==> config.mk <==
export PLATFORM = sky130hd
export DESIGN_NAME = hcordic_iter_ctrl
export DESIGN_NICKNAME = d
export VERILOG_FILES = /design/src/rtl/hcordic_pkg.sv /design/src/rtl/hcordic_conv_detect.sv /design/src/rtl/hcordic_iter_ctrl.sv
export SDC_FILE = /design/constraint.sdc
export NUM_CORES = 1
export LEC_CHECK = 0
export ABC_AREA = 1
export CAP_MARGIN = 10
export CORE_AREA = 2 2 159 161
export CTS_BUF_LIST = sky130_fd_sc_hd__clkbuf_8 sky130_fd_sc_hd__clkbuf_16
export DETAILED_ROUTE_END_ITERATION = 10
export DIE_AREA = 0 0 161 163
export GPL_TIMING_DRIVEN = 0
export PLACE_DENSITY = 0.66
export SKIP_CTS_REPAIR_TIMING = 1
export SLEW_MARGIN = 20
export SYNTH_ARGS = -nofsm -noshare
export SYNTH_HDL_FRONTEND = slang
export SYNTH_HIERARCHICAL = 1
export SYNTH_SLANG_ARGS = --single-unit
==> constraint.sdc <==
create_clock -name clock -period 4.1 [get_ports clock]
set_input_delay 0.82 -clock clock [delete_from_list [all_inputs] [get_ports clock]]
set_output_delay 0.82 -clock clock [all_outputs]
set_load 0.02 [all_outputs]
==> src/rtl/hcordic_pkg.sv <==
// Shared types and constants for the HCORDIC iteration controller.
// Float exponent slice and default convergence threshold live here.
package hcordic_pkg;

    typedef enum logic [2:0] {
        ST_IDLE     = 3'd0,
        ST_LOAD     = 3'd1,
        ST_WAIT_ALU = 3'd2,
        ST_CHECK    = 3'd3,
        ST_DONE     = 3'd4
    } state_e;

    localparam logic ROTATION  = 1'b1;
    localparam logic VECTORING = 1'b0;

    localparam logic [1:0] MODE_LINEAR     = 2'b00;
    localparam logic [1:0] MODE_CIRCULAR   = 2'b01;
    localparam logic [1:0] MODE_HYPERBOLIC = 2'b11;

    localparam logic [7:0] CONV_EXP_DEFAULT = 8'h70;

    localparam int EXP_MSB = 30;
    localparam int EXP_LSB = 23;

    function automatic logic [7:0] float_exp(input logic [31:0] f);
        return f[EXP_MSB:EXP_LSB];
    endfunction

endpackage

==> src/rtl/hcordic_conv_detect.sv <==
// Combinational convergence test: residual exponent (z for rotation,
// y for vectoring) at or below the threshold counts as converged.
module hcordic_conv_detect
    import hcordic_pkg::*;
(
    input  logic        operation,
    input  logic [31:0] y,
    input  logic [31:0] z,
    input  logic [7:0]  threshold,
    output logic        converged
);

    logic [7:0] residual_exp;

    assign residual_exp = (operation == ROTATION) ? float_exp(z) : float_exp(y);

    // Zero/denormal is converged regardless of how the threshold is set.
    assign converged = (residual_exp == 8'h00) || (residual_exp <= threshold);

endmodule

==> src/rtl/hcordic_iter_ctrl.sv <==
// Iteration controller and operand bank feeding the HCORDIC state-selection FSM.
// Define HCORDIC_ITER_TIMEOUT_EN to enforce the MAX_ITER limit and drive timeout.
module hcordic_iter_ctrl
    import hcordic_pkg::*;
#(
    parameter int         MAX_ITER = 32,
    parameter logic [7:0] CONV_EXP = CONV_EXP_DEFAULT
) (
    input  logic        clock,
    input  logic        reset_n,
    input  logic        start,
    input  logic        operation,
    input  logic [1:0]  mode,
    input  logic [31:0] x_in,
    input  logic [31:0] y_in,
    input  logic [31:0] z_in,
    input  logic [31:0] k_in,
    input  logic [31:0] x_alu,
    input  logic [31:0] y_alu,
    input  logic [31:0] z_alu,
    input  logic [31:0] k_alu,
    input  logic        done_ALU,
    output logic [31:0] x,
    output logic [31:0] y,
    output logic [31:0] z,
    output logic [31:0] k,
    output logic        op_out,
    output logic [1:0]  mode_out,
    output logic        busy,
    output logic [7:0]  iter_count,
    output logic        result_valid,
    output logic        timeout
);

    state_e state;
    logic   converged;
    logic   limit_hit;

    hcordic_conv_detect u_conv (
        .operation (op_out),
        .y         (y),
        .z         (z),
        .threshold (CONV_EXP),
        .converged (converged)
    );

`ifdef HCORDIC_ITER_TIMEOUT_EN
    localparam logic [7:0] ITER_LIMIT = 8'(MAX_ITER);

    assign limit_hit = (iter_count == ITER_LIMIT);

    // Convergence wins over the limit when both happen on the same check.
    always_ff @(posedge clock or negedge reset_n) begin
        if (!reset_n) begin
            timeout <= 1'b0;
        end else if (state == ST_IDLE && start) begin
            timeout <= 1'b0;
        end else if (state == ST_CHECK && !converged && limit_hit) begin
            timeout <= 1'b1;
        end
    end
`else
    assign limit_hit = 1'b0;
    assign timeout   = 1'b0;
`endif

    always_ff @(posedge clock or negedge reset_n) begin
        if (!reset_n) begin
            state        <= ST_IDLE;
            x            <= '0;
            y            <= '0;
            z            <= '0;
            k            <= '0;
            op_out       <= 1'b0;
            mode_out     <= 2'b00;
            busy         <= 1'b0;
            iter_count   <= '0;
            result_valid <= 1'b0;
        end else begin
            result_valid <= 1'b0;
            case (state)
                ST_IDLE: begin
                    if (start) begin
                        x          <= x_in;
                        y          <= y_in;
                        z          <= z_in;
                        k          <= k_in;
                        op_out     <= operation;
                        mode_out   <= mode;
                        iter_count <= '0;
                        busy       <= 1'b1;
                        state      <= ST_LOAD;
                    end
                end
                ST_LOAD: begin
                    if (converged) begin
                        result_valid <= 1'b1;
                        state        <= ST_DONE;
                    end else begin
                        state <= ST_WAIT_ALU;
                    end
                end
                ST_WAIT_ALU: begin
                    if (done_ALU) begin
                        x <= x_alu;
                        y <= y_alu;
                        z <= z_alu;
                        k <= k_alu;
                        if (iter_count != 8'hFF) begin
                            iter_count <= iter_count + 8'd1;
                        end
                        state <= ST_CHECK;
                    end
                end
                ST_CHECK: begin
                    if (converged || limit_hit) begin
                        result_valid <= 1'b1;
                        state        <= ST_DONE;
                    end else begin
                        state <= ST_WAIT_ALU;
                    end
                end
                ST_DONE: begin
                    busy  <= 1'b0;
                    state <= ST_IDLE;
                end
                default: begin
                    busy  <= 1'b0;
                    state <= ST_IDLE;
                end
            endcase
        end
    end

endmodule

==> results of run 1 <==
==> report_power, final <==
group / leakage [nW] / switching [W] / internal [W] / total (W)
clock: 0.296 / 0.000651 / 0.000923 / 0.00157
combinational: 4.61 / 0.00347 / 0.00236 / 0.00583
sequential: 1.80 / 0.000404 / 0.00210 / 0.00251
total: 6.71 / 0.00452 / 0.00539 / 0.00991
==> synthesized netlist by cell type, drive strengths merged, types with 2 or more instances <==
cell type | n | share of area (%)
a21oi | 4 | 0.26
buf | 51 | 4.5
clkbuf | 7 | 0.34
conb | 2 | 0.097
dfrtp | 144 | 47
ha | 9 | 1.5
inv | 48 | 2.4
nand2 | 847 | 41
nand3 | 7 | 0.52
nor2 | 25 | 1.3
o21ai | 5 | 0.32
==> path summary, 6_finish.rpt <==
path | startpoint | end | slack (ps) | depth (start not counted)
worst max register to register | state[2] | y[4] | 2230 | 9
worst min-delay path | reset_n | z[31] | 340 | 1
worst max-delay path | iter_count[0] | iter_count[0] | 1760 | 1
max in group asynchronous | reset_n | z[14] | 2990 | 2
min in group clock | k[23] | k[23] | 480 | 2
worst min register to register | k[23] | k[23] | 480 | 2
==> flip-flops by register name, indices dropped and copies added (netlist names) <==
signal	cells
busy	1
iter_count	8
k	32
mode_out	2
op_out	1
result_valid	1
state	3
x	32
y	32
z	32
==> final cells by class <==
cell class | instances | area (um^2) | share of cell area [%]
Multi-Input combinational cell | 912 | 3570 | 27.9
Inverter | 48 | 188 | 1.46
Sequential cell | 144 | 3600 | 28.1
Timing Repair Buffer | 404 | 4070 | 31.7
Buffer | 58 | 373 | 2.91
Tap cell | 330 | 413 | 3.22
Clock inverter | 14 | 156 | 1.22
Clock buffer | 18 | 439 | 3.43
==> cell families after synthesis <==
logic type | Yosys count | share of synthesized area [%]
buf+inv | 106 | 7.27
simple gates | 882 | 43.5
compound gates | 11 | 0.779
fa+ha+maj | 9 | 1.46
other cells | 2 | 0.0974
xor+xnor | 1 | 0.114
flops | 144 | 46.7
==> metal layers <==
metal	GRT usage, %	share of wire (%)
met3	6.24	7.5
met4	6.09	1.9
met5	0	0
met1	25.5	42
met2	37.3	49
==> metrics by stage <==
step / util (%) / cells
floorplan: - / 1162
global placement: 49.4 / 1895
detailed placement: 49.5 / 1896
CTS: 51.9 / 1928
global route: 51.9 / 1928
finish: 51.9 / 1928
==> reports/results.tsv, run 1 <==
metric	value	unit
post-synthesis cell count	1155	
die area	0.0262	mm^2
Netlist Area Pre-Place	0.00771	mm^2
max cap viols	0	
post-route cell area	0.0128	mm^2
Startpoint Class	flip-flop	
EDFF count, synth	0	
Pins Over Slew Limit	0	
final worst path period need	2340	ps
antenna cells	0	
Reg clk slew, reported paths	70	ps
die width	161	um
Worst Path Required	3280	ps
number of I/O pins	405	
peak supply drop	0.000296	V
clk sinks	144	
Syn. warnings	6	
Critical Path AT	1520	ps
Fin. Hold Viols	0	
CP cell instances	clkdlybuf4s50_1	
Hold WS	339	ps
clk_lat worst skew	430	ps
CTS tree	done	
CTS buffer count	17	
Post-Place Worst Slack	1760	ps
delay-heaviest family, CP	buffers and inverters	
setup_tns	0	ps
DRT Pass-1 Iters	7	
overall power	0.00991	W
share of cells above drive strength 1	5.88	%
register area share after synthesis	46.7	%
drc violations	0	
Routability Congestion	0.852	
Vias	8391	
first-pass GRT wire length	42.9	mm
PwrDens	774	mW/mm^2
antenna violations before repair	0	
final worst slack	1760	ps
routed vias/inst	4.35	
Yosys cell types	26	
FMAX	0.428	GHz
Root Driver	clkbuf_16	
critical path endpoint category	output port	
vias in the first global route	7886	
antenna viol nets, final	0	
Leakage	6.71	nW
RSZ-0062 raised after global routing	no	
row count	58	
port buffer count	403	
area delta synth->final	66.2	%
WS Path Type	flip-flop to output port	
flops & latches, synth	144	
CTS H-tree depth	4	
Buf/Inv on CP	1	
die height	163	um
asr flop ratio synth	100	%
total track usage	21.3	%
effective utilization at floorplan	31.2	%
Final Cycle Share	57.0	%
core area	0.0247	mm^2
worst slew pin tran	585	ps
gr ovfl total	0	
Routed WL	28.4	mm
Routed WL per cell	14.8	um
critical path's slowest cell	clkdlybuf4s50_1	
final net count	1857	
clock buffer depth	2	
slew margin rel.	61.0	%
commonest non-fill, non-tap cell in the layout	nand2_1	
Main synth FF type	dfrtp_1	
DPL Wire Length	21.8	mm
max incr delay on CP	650	ps
placed inst area	0.0122	mm^2
most frequent cells in the layout	nand2_1 (842), clkdlybuf4s50_1 (402), dfrtp_1 (144)	
outcome	finished clean	
final setup skew	12.0	ps
DRT iter0 DRCs	501	
Synth Area per Inst	6.68	um^2
HP Class	input port to asynchronous set/reset pin	
FILL cells	2426	
largest net degree at the start of global routing	74	
crit-path max FO	6	
# setup viols final	0	
No activity file was read; power rests on OpenSTA's default activity.
==> inputs of run 2 (changes only) <==
Settings changed: CORE_AREA 2 2 159 161 to 2 2 155 157, DIE_AREA 0 0 161 163 to 0 0 157 159, PLACE_DENSITY 0.66 to 0.69.
Clock period 4.1 ns to 2.3 ns, I/O delays scaled along.
==> run 2 against run 1 <==
Compared with the run above: the flow now finishes with violations (negative hold slack); sequential cell count stayed put; core utilization is 3.4 points higher; first-iteration DRC count decreased by 15%; cell count shrank 0.57%; die area down 4.9%; clock-buffer cell count shrank 1; register-to-register slack lost 1800 ps; global-route usage is 1.0 points higher; via count down 0.73%; combinational power up 78%; worst setup slack got worse by 1400 ps.
==> reports/results.tsv, run 2 (synthesis results as in run 1) <==
metric	value	unit	change
outcome	finished, violations left		
failing checks	negative hold slack		
number of I/O pins	405		unchanged
clock buffer depth	2		unchanged
crit-path max FO	6		unchanged
max incr delay on CP	660	ps	about the same
HP Class	input port to asynchronous set/reset pin		
die width	157	um	-2.5%
DP Cell Count	1885		-0.58%
critical path endpoint category	output port		
drc violations	0		unchanged
Pins Over Slew Limit	0		unchanged
WS Path Type	flip-flop to output port		
PwrDens	1390	mW/mm^2	+80%
Fin. Hold Viols	7		+7
total track usage	22.3	%	+1.0 points
CTS H-tree depth	4		unchanged
die height	159	um	-2.5%
final net count	1857		unchanged
Worst Path Required	1840	ps	-1440 ps
FMAX	0.503	GHz	
Util after Layout	55.3	%	+3.4 points
clk sinks	144		unchanged
final worst path period need	1990	ps	
die area	0.0250	mm^2	-4.9%
row count	56		-3.4%
Startpoint Class	flip-flop		
Layout Cells excl Fill	1917		-0.57%
CTS buffer count	17		unchanged
overall power	0.0179	W	+80%
metal1 wirelength	11.4	mm	-3.6%
share of cells above drive strength 1	5.83	%	-0.055 points
setup_tns	0	ps	unchanged
Reg clk slew, reported paths	70	ps	about the same
delay-heaviest family, CP	buffers and inverters		
area delta synth->final	66.3	%	about the same
Buf/Inv on CP	1		unchanged
max cap viols	0		unchanged
largest net degree at the start of global routing	75		+1.4%
DRT iter0 DRCs	425		-15%
met3 wire length	2.47	mm	+15%
RSZ-0062 raised after global routing	no		
clk_lat worst skew	420	ps	about the same
DR top layer	met4		
peak supply drop	0.000536	V	+81%
antenna viol nets, final	0		unchanged
Routed WL	28.5	mm	+0.28%
Critical Path AT	1530	ps	about the same
commonest non-fill, non-tap cell in the layout	nand2_1		
final setup skew	8.36	ps	-3.63 ps
Vias	8330		-0.73%
critical path's slowest cell	clkdlybuf4s50_1		
Routed WL per cell	14.9	um	+0.85%
Routability Congestion	0.848		-0.48%
Leakage	6.71	nW	about the same
# setup viols final	0		unchanged
effective utilization at floorplan	33.2	%	+2.0 points
Hold WS	-29.4	ps	-368 ps
antenna violations before repair	2		+2
port buffer count	403		unchanged
met2 wire len	14.2	mm	+1.6%
Root Driver	clkbuf_16		
routed vias/inst	4.35		-0.16%
CTS tree	done		
slew margin rel.	56.7	%	-4.3 points
DPL Wire Length	21.9	mm	+0.21%
first-pass GRT wire length	42.8	mm	-0.21%
vias in the first global route	7945		+0.75%
Final Cycle Share	86.4	%	
most frequent cells in the layout	nand2_1 (842), clkdlybuf4s50_1 (402), dfrtp_1 (144)		
worst slew pin tran	650	ps	+64.6 ps
DRT Pass-1 Iters	5		-2
CP cell instances	clkdlybuf4s50_1		
gr ovfl total	0		unchanged
core area	0.0232	mm^2	-6.0%
-- run 2: worst register-to-register path: cells and delay by family (launching register included) --
family	cells	cell delay (ps)
simple gates	10	780
flops	1	420
buf+inv	3	280
fa+ha+maj	1	280
-- run 2: area by class of cell --
class                      count  area (um^2)
clock inverter                13          190
inverter                      48          188
buffer                        58          373
multi-input combinational    912         3570
sequential                   144         3600
timing repair buffer         404         4070
antenna                        2         5.00
tap                          319          399
fill                        2207        10400
clock buffer                  17          425
-- run 2: worst paths after layout --
check / startpoint / to / slack [ps] / depth (start not counted)
max: iter_count[5] / iter_count[5] / 310 / 1
min: reset_n / y[4] / -30 / 1
max reg2reg: op_out / state[1] / 460 / 14
min reg2reg: k[19] / k[19] / 480 / 2
max in group asynchronous: reset_n / x[26] / 1550 / 2
min in group clock: k[19] / k[19] / 480 / 2
-- run 2: layer usage --
layer  vias to the layer above  global-route usage (%)
met3                        31                    6.61
met5                         -                       0
met4                         0                    6.46
met2                       321                    39.8
li1                       4282                       -
met1                      3696                    25.7
-- run 2: through the flow --
stage | area [um^2] | setup slack, ps
3_3_place_gp | 12200 | -5280
2_1_floorplan | 7740 | 560
3_5_place_dp | 12200 | 306
5_1_grt | 12800 | 218
6_report | 12800 | 312
4_1_cts | 12800 | 290
-- run 2: where the power goes --
part / leakage, nW / total [W] / internal (W) / switching, W
Combinational: 4.61 / 0.0104 / 0.00421 / 0.00622
Clock: 0.293 / 0.00295 / 0.00181 / 0.00114
Sequential: 1.80 / 0.00447 / 0.00375 / 0.000717
Total: 6.71 / 0.0179 / 0.00977 / 0.00808
